===== config.mk =====
export PLATFORM = sky130hd
export DESIGN_NAME = div_unit
export DESIGN_NICKNAME = d
export VERILOG_FILES = /design/src/rtl/div_unit_pkg.sv /design/src/rtl/div_sign_fix.sv /design/src/rtl/div_unit.sv
export SDC_FILE = /design/constraint.sdc
export NUM_CORES = 1
export LEC_CHECK = 0
export CAP_MARGIN = 20
export CORE_AREA = 5 5 156 158
export CTS_BUF_LIST = sky130_fd_sc_hd__clkbuf_8
export CTS_CLUSTER_SIZE = 12
export DETAILED_ROUTE_END_ITERATION = 8
export DIE_AREA = 0 0 161 163
export HOLD_SLACK_MARGIN = 0.08
export PLACE_DENSITY = 0.8
export RECOVER_POWER = 25
export SLEW_MARGIN = 25
export SYNTH_ARGS = -nofsm -noshare
export SYNTH_HDL_FRONTEND = slang
export SYNTH_HIERARCHICAL = 1
export SYNTH_SLANG_ARGS = --single-unit

===== constraint.sdc =====
create_clock -name clk -period 6.2 [get_ports clk]
set_clock_uncertainty 0.2 [all_clocks]
set_input_delay 1.24 -clock clk [delete_from_list [all_inputs] [get_ports clk]]
set_output_delay 1.24 -clock clk [all_outputs]
set_load 0.01 [all_outputs]

===== src/rtl/div_unit_pkg.sv =====
// rtl/div_unit_pkg.sv - shared M-extension funct3 encodings and divider state type
package div_unit_pkg;

   localparam int DIV_XLEN  = 32;
   localparam int DIV_CNT_W = 6;

   localparam logic [2:0] F_MUL    = 3'b000;
   localparam logic [2:0] F_MULH   = 3'b001;
   localparam logic [2:0] F_MULHSU = 3'b010;
   localparam logic [2:0] F_MULHU  = 3'b011;
   localparam logic [2:0] F_DIV    = 3'b100;
   localparam logic [2:0] F_DIVU   = 3'b101;
   localparam logic [2:0] F_REM    = 3'b110;
   localparam logic [2:0] F_REMU   = 3'b111;

   typedef enum logic [1:0] {
      IDLE,
      CALC,
      DONE
   } div_state_t;

endpackage


===== src/rtl/div_sign_fix.sv =====
// rtl/div_sign_fix.sv - picks quotient or remainder magnitude and applies the result sign
import div_unit_pkg::*;

module div_sign_fix #(
   parameter int XLEN = DIV_XLEN
) (
   input  logic [XLEN-1:0] quo,
   input  logic [XLEN-1:0] rem,
   input  logic [2:0]      funct3,
   input  logic            q_neg,
   input  logic            r_neg,
   output logic [XLEN-1:0] result
);

   logic use_rem;

   assign use_rem = (funct3 == F_REM) || (funct3 == F_REMU);
   assign result  = use_rem ? (r_neg ? -rem : rem)
                            : (q_neg ? -quo : quo);

endmodule


===== src/rtl/div_unit.sv =====
// rtl/div_unit.sv - iterative radix-2 restoring divider for DIV/DIVU/REM/REMU
import div_unit_pkg::*;

module div_unit #(
   parameter int XLEN  = DIV_XLEN,
   parameter int CNT_W = DIV_CNT_W
) (
   input  logic            clk,
   input  logic            rst_n,
   input  logic            start,
   input  logic            kill,
   input  logic [2:0]      funct3,
   input  logic [XLEN-1:0] rs1_value,
   input  logic [XLEN-1:0] rs2_value,
   output logic            busy,
   output logic            done,
   output logic [XLEN-1:0] div_out
);

   div_state_t       state;
   logic [2:0]       f3;
   logic             q_neg;
   logic             r_neg;
   logic [XLEN-1:0]  quo;
   logic [XLEN-1:0]  rem;
   logic [XLEN:0]    dsr;
   logic [CNT_W-1:0] counter;

   logic             is_signed;
   logic             sign1;
   logic             sign2;
   logic [XLEN-1:0]  abs1;
   logic [XLEN-1:0]  abs2;
   logic             div_zero;
   logic             overflow;
   logic             special;

   logic [XLEN:0]    shifted;
   logic             fits;
   logic [XLEN-1:0]  diff;
   logic [XLEN-1:0]  rem_next;
   logic [XLEN-1:0]  quo_next;

   logic [XLEN-1:0]  fix_quo;
   logic [XLEN-1:0]  fix_rem;
   logic [2:0]       fix_f3;
   logic             fix_qn;
   logic             fix_rn;
   logic [XLEN-1:0]  fix_result;

   assign is_signed = ~funct3[0];
   assign sign1     = is_signed & rs1_value[XLEN-1];
   assign sign2     = is_signed & rs2_value[XLEN-1];
   assign abs1      = sign1 ? -rs1_value : rs1_value;
   assign abs2      = sign2 ? -rs2_value : rs2_value;
   assign div_zero  = (rs2_value == '0);
   assign overflow  = is_signed && (rs1_value == {1'b1, {(XLEN-1){1'b0}}}) && (rs2_value == '1);
   assign special   = div_zero | overflow;

   // One restoring step: shift the dividend MSB into the partial remainder, keep the trial difference if it fits.
   assign shifted  = {rem, quo[XLEN-1]};
   assign fits     = (shifted >= dsr);
   assign diff     = XLEN'(shifted - dsr);
   assign rem_next = fits ? diff : shifted[XLEN-1:0];
   assign quo_next = {quo[XLEN-2:0], fits};

   // In IDLE the sign fixer forms the special-case results straight from the operands.
   always_comb begin
      fix_quo = quo_next;
      fix_rem = rem_next;
      fix_f3  = f3;
      fix_qn  = q_neg;
      fix_rn  = r_neg;
      if (state != CALC) begin
         fix_quo = div_zero ? '1 : {1'b1, {(XLEN-1){1'b0}}};
         fix_rem = div_zero ? abs1 : '0;
         fix_f3  = funct3;
         fix_qn  = 1'b0;
         fix_rn  = sign1;
      end
   end

   div_sign_fix #(.XLEN(XLEN)) u_sign_fix (
      .quo    (fix_quo),
      .rem    (fix_rem),
      .funct3 (fix_f3),
      .q_neg  (fix_qn),
      .r_neg  (fix_rn),
      .result (fix_result)
   );

   always_ff @(posedge clk or negedge rst_n) begin
      if (!rst_n) begin
         state   <= IDLE;
         busy    <= 1'b0;
         done    <= 1'b0;
         div_out <= '0;
         f3      <= '0;
         q_neg   <= 1'b0;
         r_neg   <= 1'b0;
         quo     <= '0;
         rem     <= '0;
         dsr     <= '0;
         counter <= '0;
      end else begin
         done <= 1'b0;
         if (kill) begin
            state <= IDLE;
            busy  <= 1'b0;
         end else begin
            case (state)
               IDLE: begin
                  if (start) begin
                     f3      <= funct3;
                     q_neg   <= sign1 ^ sign2;
                     r_neg   <= sign1;
                     quo     <= abs1;
                     rem     <= '0;
                     dsr     <= {1'b0, abs2};
                     counter <= '0;
                     if (special) begin
                        div_out <= fix_result;
                        done    <= 1'b1;
                        state   <= DONE;
                     end else begin
                        busy  <= 1'b1;
                        state <= CALC;
                     end
                  end
               end
               CALC: begin
                  quo     <= quo_next;
                  rem     <= rem_next;
                  counter <= counter + 1'b1;
                  if (counter == CNT_W'(XLEN-1)) begin
                     div_out <= fix_result;
                     done    <= 1'b1;
                     busy    <= 1'b0;
                     state   <= DONE;
                  end
               end
               DONE: begin
                  state <= IDLE;
               end
               default: begin
                  state <= IDLE;
                  busy  <= 1'b0;
               end
            endcase
         end
      end
   end

endmodule


==> results_dict.tcl <==
set metrics [dict create \
    outcome "finished, violations left" \
    violations "max-capacitance violations, max-slew violations" \
    ant_nets 0 \
    port_buffers 104 \
    drive_gt1_share_pct 8.84 \
    drv_slew 93 \
    fin_crit_ps 5700 \
    antenna_found_initial 0 \
    setup_tns_ps 0 \
    insertion_delay_ps 460 \
    cap_viol_max_count 1 \
    die_h_um 163 \
    switching_share_pct 41.6 \
    clkTransAtPathRegs_ps 90 \
    fin_cells 1863 \
    powerDensity_nw_per_um2 259 \
    cp_max_fo 18 \
    startpoint_type "register" \
    clockBufferDepth 2 \
    grt-ovfl-total 0 \
    cts-root-buf "clkbuf_8" \
    n_fill_cell 2135 \
    criticalPathCategory "register to register" \
    pwr-share-clk_pct 22.6 \
    dr.first_iter.drc_count 1378 \
    synthesis.area_um2 11600 \
    cts_tree "done" \
    syn-num-nets 1589 \
    p_int_uw 2040 \
    grt_max_degree 98 \
    fmax_mhz 175 \
    combPwrFrac_pct 45.0 \
    slew_headroom_pct -172 \
    dp.cells 1831 \
    track_usage_pct 26.5 \
    cts_inserted_buffers 17 \
    synth_cells 1479 \
    rsz0062_at_grt "false" \
    crit_arrival_ps 5850 \
    core_um2 23000 \
    cp.required_ps 6350 \
    post-route-util_pct 58.5 \
    p_leak_uw 0.00599 \
    syn2layout_area_growth_pct 15.9 \
    viasPerCell 6.09 \
    cts_setup_buffers 0 \
    routed_wl_mm 34.8 \
    htreeDepth 4 \
    p_sw_uw 1450 \
    cts_hold_buf 0 \
    synth.avg_cell_area_um2 7.84 \
    initial_core_util_pct 50.5 \
    die_x_um 161 \
    die-area_um2 26200 \
    finalCritPeriodShare_pct 91.9 \
    setup_viol 0 \
    worst_hold_path_type "register to register" \
    rows 56 \
    drc 0 \
    grt_pass1_vias 10800 \
    cts.sinks 142 \
    ys_warn_count 6 \
    end_kind "register" \
    grt_pass1_wl_mm 56.6 \
    hold_viol_final 0 \
    io_pins 105 \
    final_nets 1670 \
    first_pass_iters 5 \
    routabilityCongestion 0.977 \
    diodes 0 \
    num_vias 11300 \
    wl_per_cell_um 18.7 \
    worst_pin_slew_ps 4080 \
    vdd_drop_max_v 0.000137 \
    cts-resized-gates 0 \
    seqPwrFrac_pct 32.4 \
    post-dp-hpwl_mm 26.6 \
]
-- per-stage QoR --
stage / cell area, um^2 / hold WS, ps / total power [uW] / setup slack [ps]
floorplan: 11600 / 239 / 2220 / 1340
global placement: 13000 / 249 / 2640 / 396
detailed placement: 13000 / 256 / 2670 / 278
CTS: 13400 / 277 / 3460 / 614
global route: 13400 / 300 / 3700 / 263
finish: 13400 / 270 / 3480 / 499
-- routing by layer --
| layer | part of all wire, % | GRT usage, % | vias to the layer above |
|---|---|---|---|
| li1 | - | - | 5406 |
| met1 | 44 | 37.3 | 5346 |
| met2 | 45 | 41.5 | 526 |
| met3 | 8.3 | 4.38 | 65 |
| met4 | 2.9 | 9.42 | 0 |
| met5 | 0 | 0 | - |
-- state kept, by name, summed over array words and instances (netlist names) --
register,count
rem,32
counter,6
state,2
f3,2
done,1
q_neg,1
quo,32
r_neg,1
div_out,32
dsr,32
busy,1
-- path summary, 6_finish.rpt --
| path | from | to | slack (ps) | cells after the start |
|---|---|---|---|---|
| setup / recovery | rem[0] | div_out[28] | 500 | 19 |
| hold / removal | div_out[27] | div_out[27] | 270 | 2 |
| setup reg to reg | rem[0] | div_out[28] | 500 | 19 |
| hold reg to reg | div_out[27] | div_out[27] | 270 | 2 |
| max in group asynchronous | rst_n | dsr[11] | 1310 | 1 |
| min in group asynchronous | rst_n | div_out[17] | 2130 | 1 |
-- power by group through the flow --
stage	logic [uW]	clock network [uW]	registers, uW
after floorplan	1100	0	1120
after global placement	1500	0	1140
after detailed placement	1530	0	1150
after CTS	1540	800	1130
after global routing	1710	839	1140
final	1570	787	1130
-- area by class of cell --
class / count / area, um^2 / share of cell area (%)
timing repair buffer: 146 / 1380 / 10.3
clock buffer: 18 / 248 / 1.84
tap: 290 / 363 / 2.70
inverter: 55 / 206 / 1.54
sequential: 142 / 3550 / 26.4
multi-input combinational: 1198 / 7530 / 56.0
clock inverter: 14 / 158 / 1.17
-- worst max-delay path, cell delays in order, from the launching register on --
cell       delay [ps]
dfrtp_1           440
ha_1              330
nor2b_1           150
o31a_1            270
o41a_1            380
o2111ai_2         270
a21oi_1           210
a21bo_2           390
buf_4             240
nor2_1            320
a21oi_1           160
inv_1             120
ha_1              200
nor3b_1           410
nand4b_1          540
o31ai_1           470
xor2_1            260
mux2i_1           110
nand2_1            80
nand2_1            70
-- layout by cell type, fill, tap and decap left out, types with 18 or more instances in the layout --
cell,count
nor2_1,71
a21oi_1,64
nand2_1,308
o31ai_1,35
inv_1,55
nor4_1,18
nand4_1,21
clkbuf_8,18
o21ai_0,152
nand2b_1,19
buf_4,40
o41ai_1,23
xor2_1,91
mux2_2,25
clkdlybuf4s50_1,103
nand3_1,22
nor3_1,34
mux2i_1,26
dfrtp_1,142
ha_1,38
xnor2_1,54
a31oi_1,23
No activity file was read; power rests on OpenSTA's default activity.
